==> src/rtl/stopwatch_ctrl.sv <==
`default_nettype none
// =============================================================================
// Module  : stopwatch_ctrl
// Brief   : Start/pause/clear sequencer and 1 s tick for an MM:SS stopwatch or
//           countdown timer built from two cascaded count00to59 counters.
// Rev     : 1.0  initial release
// =============================================================================
module stopwatch_ctrl #(
  parameter int TICK_DIV = 50000000,
  parameter int PW       = 26
) (
  input  logic       clk,
  input  logic       reset,
  input  logic       start_stop,
  input  logic       clear,
  input  logic       mode_down,
  input  logic [3:0] sec_msd,
  input  logic [3:0] sec_lsd,
  input  logic [3:0] min_msd,
  input  logic [3:0] min_lsd,
  output logic       sec_en,
  output logic       min_en,
  output logic       cnt_up,
  output logic       cnt_reset,
  output logic       running,
  output logic       alarm
);

  typedef enum logic [1:0] {
    S_IDLE  = 2'd0,
    S_RUN   = 2'd1,
    S_PAUSE = 2'd2,
    S_DONE  = 2'd3
  } state_t;

  localparam logic [PW-1:0] C_LAST = PW'(TICK_DIV - 1);

  state_t        r_state;
  state_t        w_next;
  logic [PW-1:0] r_presc;
  logic          r_tick;
  logic          r_dir_down;
  logic          r_cnt_reset;
  logic          r_running;
  logic          r_alarm;

  logic w_all_zero;
  logic w_sec_term;
  logic w_in_run;
  logic w_cd_expire;
  logic w_stay_run;
  logic w_wrap;

  assign w_all_zero = (sec_msd == 4'd0) && (sec_lsd == 4'd0) &&
                      (min_msd == 4'd0) && (min_lsd == 4'd0);
  // Out-of-range digits never match either terminal pattern.
  assign w_sec_term = r_dir_down ? ((sec_msd == 4'd0) && (sec_lsd == 4'd0))
                                 : ((sec_msd == 4'd5) && (sec_lsd == 4'd9));
  assign w_in_run    = (r_state == S_RUN);
  assign w_cd_expire = r_tick & w_in_run & r_dir_down & w_all_zero;

  always_comb begin
    w_next = r_state;
    if (clear) begin
      w_next = S_IDLE;
    end else begin
      case (r_state)
        S_IDLE:  if (start_stop) w_next = (mode_down && w_all_zero) ? S_DONE : S_RUN;
        S_RUN: begin
          if (start_stop)       w_next = S_PAUSE;
          else if (w_cd_expire) w_next = S_DONE;
        end
        S_PAUSE: if (start_stop) w_next = S_RUN;
        S_DONE:  if (start_stop) w_next = S_IDLE;
        default: w_next = S_IDLE;
      endcase
    end
  end

  // Prescaler only advances while RUN persists, so every entry into RUN
  // restarts a full tick period.
  assign w_stay_run = w_in_run && (w_next == S_RUN);
  assign w_wrap     = (r_presc == C_LAST);

  always_ff @(posedge clk or posedge reset) begin
    if (reset) begin
      r_state     <= S_IDLE;
      r_presc     <= '0;
      r_tick      <= 1'b0;
      r_dir_down  <= 1'b0;
      r_cnt_reset <= 1'b1;
      r_running   <= 1'b0;
      r_alarm     <= 1'b0;
    end else begin
      r_state     <= w_next;
      r_cnt_reset <= clear;
      r_running   <= (w_next == S_RUN);
      r_alarm     <= (w_next == S_DONE);
      if ((r_state == S_IDLE) && (w_next != S_IDLE))
        r_dir_down <= mode_down;
      if (w_stay_run) begin
        r_presc <= w_wrap ? '0 : r_presc + PW'(1);
        r_tick  <= w_wrap;
      end else begin
        r_presc <= '0;
        r_tick  <= 1'b0;
      end
    end
  end

  assign sec_en    = r_tick & w_in_run & ~(r_dir_down & w_all_zero);
  assign min_en    = sec_en & w_sec_term;
  assign cnt_up    = ~r_dir_down;
  assign cnt_reset = r_cnt_reset;
  assign running   = r_running;
  assign alarm     = r_alarm;

endmodule
`default_nettype wire

==> config.mk <==
export PLATFORM = sky130hd
export DESIGN_NAME = stopwatch_ctrl
export DESIGN_NICKNAME = d
export VERILOG_FILES = /design/src/rtl/stopwatch_ctrl.sv
export SDC_FILE = /design/constraint.sdc
export NUM_CORES = 1
export LEC_CHECK = 0
export ABC_CLOCK_PERIOD_IN_PS = 1950
export BUFFER_PORTS_ARGS = -buffer_cell sky130_fd_sc_hd__buf_4
export CORE_MARGIN = 2
export CORE_UTILIZATION = 30
export DETAILED_ROUTE_END_ITERATION = 10
export PLACE_DENSITY = 0.46
export SETUP_SLACK_MARGIN = 0.5
export SLEW_MARGIN = 20
export SYNTH_ARGS = -nofsm -noshare
export SYNTH_HDL_FRONTEND = slang
export SYNTH_SLANG_ARGS = --single-unit
==> constraint.sdc <==
create_clock -name clk -period 1.95 [get_ports clk]
set_input_delay 0.0975 -clock clk [delete_from_list [all_inputs] [get_ports clk]]
set_output_delay 0.0975 -clock clk [all_outputs]
set_load 0.01 [all_outputs]
==> reports/metrics.csv <==
metric,value,unit
syn nets,210,
Routed wire per std cell,17.0,um
core area,0.00589,mm2
clk_lat worst skew,290,ps
root buf cell,clkbuf_8,
Hold Slack,30.4,ps
CTS Buf Count,5,
Synth Warn #,0,
crit path launch,r_presc[7],
Slew @ Worst Pin,449,ps
post-detail-place hpwl,2950,um
ys flop type,dfrtp_1,
DRC errors left,0,
first-pass GRT wire length,8590,um
register area share after synthesis,0.454,
grt total ovfl,0,
Clock Tree Buf Depth,2,
Critical Path RT,2120,ps
Post-Synthesis Cells,188,
Yosys top cell area share,0.440,
Reg2Reg Launch Point,r_presc[7],
clock tree from TritonCTS,done,
initial antenna violation count,0,
final net count,290,
H-tree Lvls,2,
power per cell area,455,mW/mm2
gr usage total,0.166,
hold crit path type,in -> reg,
Vias,1872,
I/O pin count,27,
worst-path maximum fanout,6,
initial drt markers,84,
max_slew headroom,0.701,
Total Wirelength,5830,um
layout cells sized above 1,0.539,
DR vias/cell,5.44,
placed instance area,0.00226,mm2
Tcrit/Tclk final,0.860,
RR Endpoint,r_presc[17],
clk slew on worst S/H paths,80,ps
Post-synth ARST share,1.00,
worst vdd ir,273,uV
"Hold Vio Cnt, Final",0,
n_diodes,0,
Placer Congestion,0.793,
Pins Over Slew Limit,0,
design area,0.00303,mm2
Achievable Freq,597,MHz
Sink Count,33,
filler instances,526,
crit path DAT,1840,ps
area delta synth->final,66.3,%
Avg Inst Size Synth,9.68,um2
Site Rows,28,
Power Total,1.38,mW
ANT nets after route,0,
Synth cell types,42,
post-synthesis register bit count,33,
chip width,81.9,um
top post-synthesis cells by area,"dfrtp_1, a211oi_1, nor3_1",
run status,"finished, final reports clean",
final setup margin,274,ps
RSZ-0062 raised after global routing,true,
Initial Util,0.309,
crit path capture,r_presc[17],
LEAKAGE,1.22,nW
DP Worst Slack,141,ps
"Cell Area, Synth",0.00182,mm2
multi-input logic area,0.00121,mm2
Final Critical Period,1680,ps
WS Path Type,reg -> reg,
Final TNS setup,0,ps
Worst setup SP type,flop,
critical path capture point type,flop,
vias in the first global route,1788,
"Setup violations, final",0,
Yosys top cell by area,dfrtp_1,
Post-Route Skew,10.7,ps
FF-to-FF path depth,6,
die height,81.9,um
I/O Buffers,26,
Die ar.,0.00671,mm2
register area,832,um2
Pre-Repair DR Iteration Count,4,
max-cap violation count,0,
Reg2Reg Setup Slack,270,ps
Post-synth EDFFs,0,
pin count of the biggest net entering global routing,34,
logic make-up (layout without fill, tap and decap cells):
family | count (synthesis) | in the layout | synth area share
AND/OR/NAND/NOR | 89 | 89 | 0.292
AO/OA/AOI/OAI | 40 | 40 | 0.157
flip-flops | 33 | 33 | 0.454
buffers and inverters | 14 | 95 | 0.0364
XOR/XNOR | 11 | 11 | 0.0529
adder cells (fa/ha/maj) | 1 | 1 | 0.00687
how the worst min path moves through the flow:
stage | from | to | slack [ps] | cells after the start
global route | clear | running | 40 | 2
detailed placement | reset | r_presc[3] | 230 | 3
CTS | clear | r_state[1] | 30 | 2
global placement | reset | r_presc[3] | 220 | 3
floorplan | clear | cnt_reset | 100 | 0
finish | clear | running | 30 | 2
through the flow:
stage | utilization | std cells
after floorplan | - | 188
after global placement | 0.385 | 286
after CTS | 0.465 | 327
after global routing | 0.514 | 344
final | 0.514 | 344
after detailed placement | 0.385 | 286
flip-flops by register name, summed over array words and instances, names as in the netlist:
signal	flops
r_dir_down	1
cnt_reset	1
running	1
r_state	2
alarm	1
r_tick	1
r_presc	26
area by class of cell:
class                      instances  area share
inverter                           6     0.00744
sequential                        33       0.275
timing repair buffer              81       0.259
clock inverter                     2     0.00331
multi-input combinational        141       0.401
tap                               75      0.0310
clock buffer                       6      0.0240
worst max-delay path, cell delays in order, from the launching register on:
cell	delay (ps)
dfrtp_2	440
nor4bb_1	310
nand4_1	130
buf_4	190
nor2_4	230
clkbuf_16	210
a211oi_1	50
repair_timing:
item,4_1_cts,5_1_grt
gates cloned,2,4
pin swaps,17,20
setup endpoints to repair,30,31
hold buffers,2,0
resized for setup,25,19
hold endpoints to repair,33,0
setup buffers,29,13
layout by cell type, fill, tap and decap left out, drive strengths merged, types with 2 or more instances in the layout:
cell type / count
nor2: 4
dfrtp: 32
a211oi: 13
and3: 4
nor3: 14
inv: 6
o31ai: 5
o21ai: 9
buf: 76
clkinv: 2
nand3: 11
or4: 5
clkbuf: 9
a21oi: 4
nand2b: 5
or3: 8
nor4: 6
nand4: 9
xnor2: 4
nand2: 13
and2: 2
and4: 5
dlygate4sd3: 2
xor2: 7
per-layer routing:
metal  share of wire  GRT usage  wire (um)
met1            0.43      0.214       2510
met2            0.52      0.283       3040
met3           0.032     0.0297        184
met4           0.017     0.0483         98
met5               0          0          0
cell usage after synthesis, drive strengths merged (4+ instances only):
cell     n
nor4     6
buf      6
xnor2    4
nand4    9
o21ai    9
nand2   13
nand3   11
or3      8
xor2     7
nand2b   5
and4     5
inv      6
a21oi    4
nor2     4
o31ai    5
or4      5
a211oi  13
dfrtp   32
nor3    14
and3     4
power by group:
group | switching [mW] | total, mW | internal (mW)
sequential | 0.0110 | 0.706 | 0.695
combinational | 0.0754 | 0.158 | 0.0829
clock | 0.265 | 0.513 | 0.248
Note: power is estimated with default switching activity, not from simulation.
